==> src/rtl/aes_sbox_arb.sv <==
// Arbitrates one shared S-box port between the AES-256 key expander and the round
// datapath, replaying latched key-load requests only while the S-box is free.
module aes_sbox_arb #(
  parameter int KEY_W  = 256,
  parameter int SBOX_W = 64
) (
  input  logic              i_clk,
  input  logic              i_rst_n,
  input  logic [KEY_W-1:0]  i_key,
  input  logic              i_key_en,
  output logic [KEY_W-1:0]  o_key,
  output logic              o_key_en,
  input  logic              i_ke_sbox_use,
  input  logic [SBOX_W-1:0] i_ke_sbox_din,
  output logic [SBOX_W-1:0] o_ke_sbox_dout,
  input  logic              i_ke_key_ok,
  output logic              o_key_ready,
  input  logic              i_dp_req,
  output logic              o_dp_gnt,
  input  logic              i_dp_done,
  input  logic [SBOX_W-1:0] i_dp_sbox_din,
  output logic [SBOX_W-1:0] o_dp_sbox_dout,
  output logic [SBOX_W-1:0] o_sbox_din,
  input  logic [SBOX_W-1:0] i_sbox_dout,
  output logic              o_conflict
);

  typedef enum logic [1:0] {IDLE, KEY, DATA} state_t;
  typedef enum logic {OWN_KEY, OWN_DATA} owner_t;

  state_t           state;
  state_t           next_state;
  owner_t           last_served;
  logic [KEY_W-1:0] r_key;
  logic             r_pend;
  logic             key_cand;
  logic             serve_key;
  logic             serve_data;

  always_ff @(posedge i_clk) begin
    if (!i_rst_n) state <= IDLE;
    else          state <= next_state;
  end

  // When both sides want the S-box, ownership alternates away from last_served.
  always_comb begin
    next_state = state;
    serve_key  = 1'b0;
    serve_data = 1'b0;
    key_cand   = r_pend | i_key_en;
    case (state)
      IDLE: begin
        if (key_cand && (!i_dp_req || last_served == OWN_DATA)) begin
          serve_key  = 1'b1;
          next_state = KEY;
        end else if (i_dp_req) begin
          serve_data = 1'b1;
          next_state = DATA;
        end
      end
      KEY:  if (!o_key_en && !i_ke_sbox_use) next_state = IDLE;
      DATA: if (i_dp_done || !i_dp_req)      next_state = IDLE;
      default: next_state = IDLE;
    endcase
  end

  always_ff @(posedge i_clk) begin
    if (!i_rst_n) begin
      r_key       <= '0;
      r_pend      <= 1'b0;
      o_key       <= '0;
      o_key_en    <= 1'b0;
      o_dp_gnt    <= 1'b0;
      o_conflict  <= 1'b0;
      last_served <= OWN_KEY;
    end else begin
      if (i_key_en) r_key <= i_key;
      // A request arriving in the serving cycle is consumed, not left pending.
      if (serve_key) begin
        o_key  <= i_key_en ? i_key : r_key;
        r_pend <= 1'b0;
      end else if (i_key_en) begin
        r_pend <= 1'b1;
      end
      o_key_en <= serve_key;
      o_dp_gnt <= (next_state == DATA);
      if (state == KEY  && next_state == IDLE) last_served <= OWN_KEY;
      if (state == DATA && next_state == IDLE) last_served <= OWN_DATA;
      if (i_ke_sbox_use && state != KEY) o_conflict <= 1'b1;
    end
  end

  always_comb begin
    o_sbox_din     = '0;
    o_ke_sbox_dout = '0;
    o_dp_sbox_dout = '0;
    case (state)
      KEY: begin
        o_sbox_din     = i_ke_sbox_din;
        o_ke_sbox_dout = i_sbox_dout;
      end
      DATA: begin
        o_sbox_din     = i_dp_sbox_din;
        o_dp_sbox_dout = i_sbox_dout;
      end
      default: ;
    endcase
    o_key_ready = i_ke_key_ok & ~r_pend & ~i_key_en & (state != KEY);
  end

endmodule

==> config.mk <==
export PLATFORM = sky130hd
export DESIGN_NAME = aes_sbox_arb
export DESIGN_NICKNAME = d
export VERILOG_FILES = /design/src/rtl/aes_sbox_arb.sv
export SDC_FILE = /design/constraint.sdc
export NUM_CORES = 1
export LEC_CHECK = 0
export CAP_MARGIN = 20
export CORE_AREA = 2 2 357 359
export DETAILED_ROUTE_END_ITERATION = 10
export DIE_AREA = 0 0 359 361
export MAX_ROUTING_LAYER = met4
export SLEW_MARGIN = 20
export SYNTH_ARGS = -nofsm -noshare
export SYNTH_HDL_FRONTEND = slang
export SYNTH_SLANG_ARGS = --single-unit
==> constraint.sdc <==
create_clock -name i_clk -period 3.68 [get_ports i_clk]
set_clock_uncertainty 0.05 [all_clocks]
set_input_delay 0.736 -clock i_clk [delete_from_list [all_inputs] [get_ports i_clk]]
set_output_delay 0.736 -clock i_clk [all_outputs]
set_load 0.01 [all_outputs]
==> metrics.md <==
| Metric | Value |
|---|---|
| Maxcap violations | 0 |
| Setup_tns | 0 ns |
| R2R depth | 7 |
| Endpoints failing setup | 0 |
| Wire per inst | 18.4 um |
| Sequential cell area fraction in the yosys report | 49.3% |
| First-pass GRT wire length | 121000 um |
| Max-Slew Margin vs Limit | 36.8% |
| Register bit total from synthesis | 519 |
| Worst Hold End | o_conflict |
| Crit. Startpoint | state[1] |
| VDD IR max | 0.415 mV |
| Ys flop type | dfxtp_1 |
| Core ar. | 125000 um^2 |
| Layout cell share with drive strength beyond 1 | 5.31% |
| Post-synth EDFFs | 0 |
| TritonCTS Sinks | 519 |
| Gr usage total | 12.7% |
| CP Launch Type | register |
| Largest net degree at the start of global routing | 117 |
| Drt drc | 0 |
| CP max FO | 37 |
| Synth async-reset ratio | 0% |
| CTS tree | built |
| Boundary pin count | 907 |
| Achievable Freq | 0.279 GHz |
| Reg area | 10400 um^2 |
| Worst Path Arrival | 2.79 ns |
| Worst slew pin tran | 0.949 ns |
| Fill cells | 13218 |
| Clk Latency, worst-skew pair | 0.62 ns |
| Detailed-route via count | 17791 |
| Pins Over Slew Limit | 0 |
| First-pass DRT Iterations | 5 |
| Final Cycle Share | 97.2% |
| Antenna violations before repair | 20 |
| Yosys warnings | 0 |
| Die W | 359 um |
| RSZ-0062 raised after global routing | false |
| FF-to-FF Start | state[0] |
| R2R setup slack | 1.52 ns |
| Die area | 130000 um^2 |
| H-tree levels | 2 |
| Tmin final | 3.58 ns |
| Multi-input gate area | 9700 um^2 |
| Hold Path Class | reg2reg |
| Fin nets | 3314 |
| Top cell type's share of synthesized area | 49.3% |
| Mapped Area | 21100 um^2 |
| End of the worst register-to-register path | o_key[37] |
| Cells after Synth | 2020 |
| Hold Crit Depth | 1 |
| Worst setup EP type | primary output |
| CTS Buf Count | 58 |
| Worst Path Required | 2.89 ns |
| Post-Syn Nets | 2480 |
| Most common cell in the synthesized netlist | dfxtp_1 |
| Synth area leader | dfxtp_1 |
| Clk buf depth | 3 |
| Kind of critical path | reg2out |
| Fin. Hold Viols | 0 |
| Post-synth cell types | 29 |
| Top cells by area, synth | dfxtp_1 49%, mux2i_1 12%, o211a_1 12% |
| Outcome | finished clean |
| Detail Route Antenna Nets | 0 |
| Leakage | 15.2 nW |
| Vias in the first global route | 17491 |
| Via-to-Cell Ratio | 3.89 |
| Die height | 361 um |
| DP Wirelength | 63600 um |
| Clk slew on worst S/H paths | 0.06 ns |
| DRT iter0 DRCs | 957 |
| Hold_sp | o_conflict |
| Synth cell count leaders | 519 x dfxtp_1, 321 x nor2b_1, 258 x nand2_1 |
| PwrDens | 541 nW/um^2 |
| PortBufs | 906 |
| Area growth, synth to finish | 60.7% |
| Initial Utilization | 16.8% |
| FP Rows | 130 |
| Gp weighted congestion | 0.956 |
| Total wire length | 84300 um |
| Clock root cell | clkbuf_16 |
| GR Overflow Total | 0 |
| Final hold slack | 0.432 ns |
| Post-Syn Area per Cell | 10.4 um^2 |
placed cells by master (no fill, tap or decap), types with 2 or more instances in the layout:
cell,count
a21oi_1,2
a22oi_1,63
and2_1,129
buf_12,17
buf_4,29
buf_8,2
bufinv_16,6
clkbuf_1,12
clkbuf_16,59
clkbuf_8,12
clkdlybuf4s50_1,904
clkinv_2,12
clkinvlp_4,3
dfxtp_1,517
dfxtp_2,2
diode_2,19
ha_4,3
inv_1,2
mux2i_1,256
nand2_1,258
nand2b_1,3
nand3_1,2
nand3b_1,3
nand4b_1,3
nor2_1,4
nor2b_1,321
nor3b_1,2
o211a_1,256
o211ai_1,2
o21ai_0,2
how the worst max path moves through the flow:
stage | slack (ns) | endpoint
floorplan | 1.24 | o_sbox_din[52]
global placement | 0.34 | o_sbox_din[6]
detailed placement | 0.34 | o_sbox_din[6]
CTS | 0.005 | o_sbox_din[8]
global route | 0.006 | o_sbox_din[62]
finish | 0.10 | o_sbox_din[28]
cells by family (layout without fill, tap and decap cells):
family          Yosys count  in the layout  share of synthesized area (%)
mux                     256            256                           12.2
simple gates            729            729                           18.6
compound gates          329            329                           14.7
flops                   519            519                           49.3
fa+ha+maj                 5              5                          0.297
other cells               0             19                              0
buf+inv                 182           1062                           4.89
repair_timing:
item	4_1_cts	5_1_grt
gates resized for setup	7	0
endpoints found under the setup margin	94	5
setup buffers	2	1
pin swaps	0	1
hold endpoints to repair	0	0
hold buffers	0	0
layout make-up:
cell class | instances | area share, %
Timing Repair Buffer | 954 | 28.6
Clock buffer | 83 | 4.98
Multi-Input combinational cell | 1319 | 28.7
Inverter | 2 | 0.0222
Antenna cell | 19 | 0.140
Clock inverter | 23 | 0.828
Sequential cell | 519 | 30.7
Tap cell | 1650 | 6.10
flip-flops by register name, summed over array words and instances, names as in the netlist:
name         count
last_served      1
o_conflict       1
o_dp_gnt         1
o_key          256
o_key_en         1
r_key          256
r_pend           1
state            2
layer usage:
metal | vias up | global-route usage [%] | routed length [um]
met3 | 99 | 6.23 | 8930
met4 | 0 | 3.01 | 1580
met1 | 8457 | 16.0 | 38600
li1 | 8631 | - | -
met2 | 604 | 18.1 | 35200
met5 | - | - | 0
critical path: stages, from the launching register on:
cell             delay, ns
dfxtp_2               0.38
inv_1                 0.16
ha_4                  0.46
buf_12                0.28
a22oi_1               0.17
nor2b_1               0.15
clkdlybuf4s50_1       0.55
stage by stage:
stage | total power (W) | std cells | area [um^2] | setup slack [ns] | util (%)
floorplan | 0.00945 | 2020 | 21100 | 1.24 | -
global placement | 0.0124 | 4441 | 31800 | 0.342 | 25.3
detailed placement | 0.0124 | 4441 | 31800 | 0.338 | 25.3
CTS | 0.0186 | 4549 | 33800 | 0.00483 | 27.0
global route | 0.0192 | 4566 | 33800 | 0.00592 | 27.0
finish | 0.0183 | 4569 | 33900 | 0.102 | 27.0
where the power goes:
| part | leakage [nW] | switching [W] | internal [W] |
|---|---|---|---|
| clock network | 0.968 | 0.00240 | 0.00359 |
| registers | 4.28 | 0.000380 | 0.00640 |
| logic | 9.97 | 0.00262 | 0.00291 |
| total | 15.2 | 0.00541 | 0.0129 |
No activity file was read; power rests on OpenSTA's default activity.
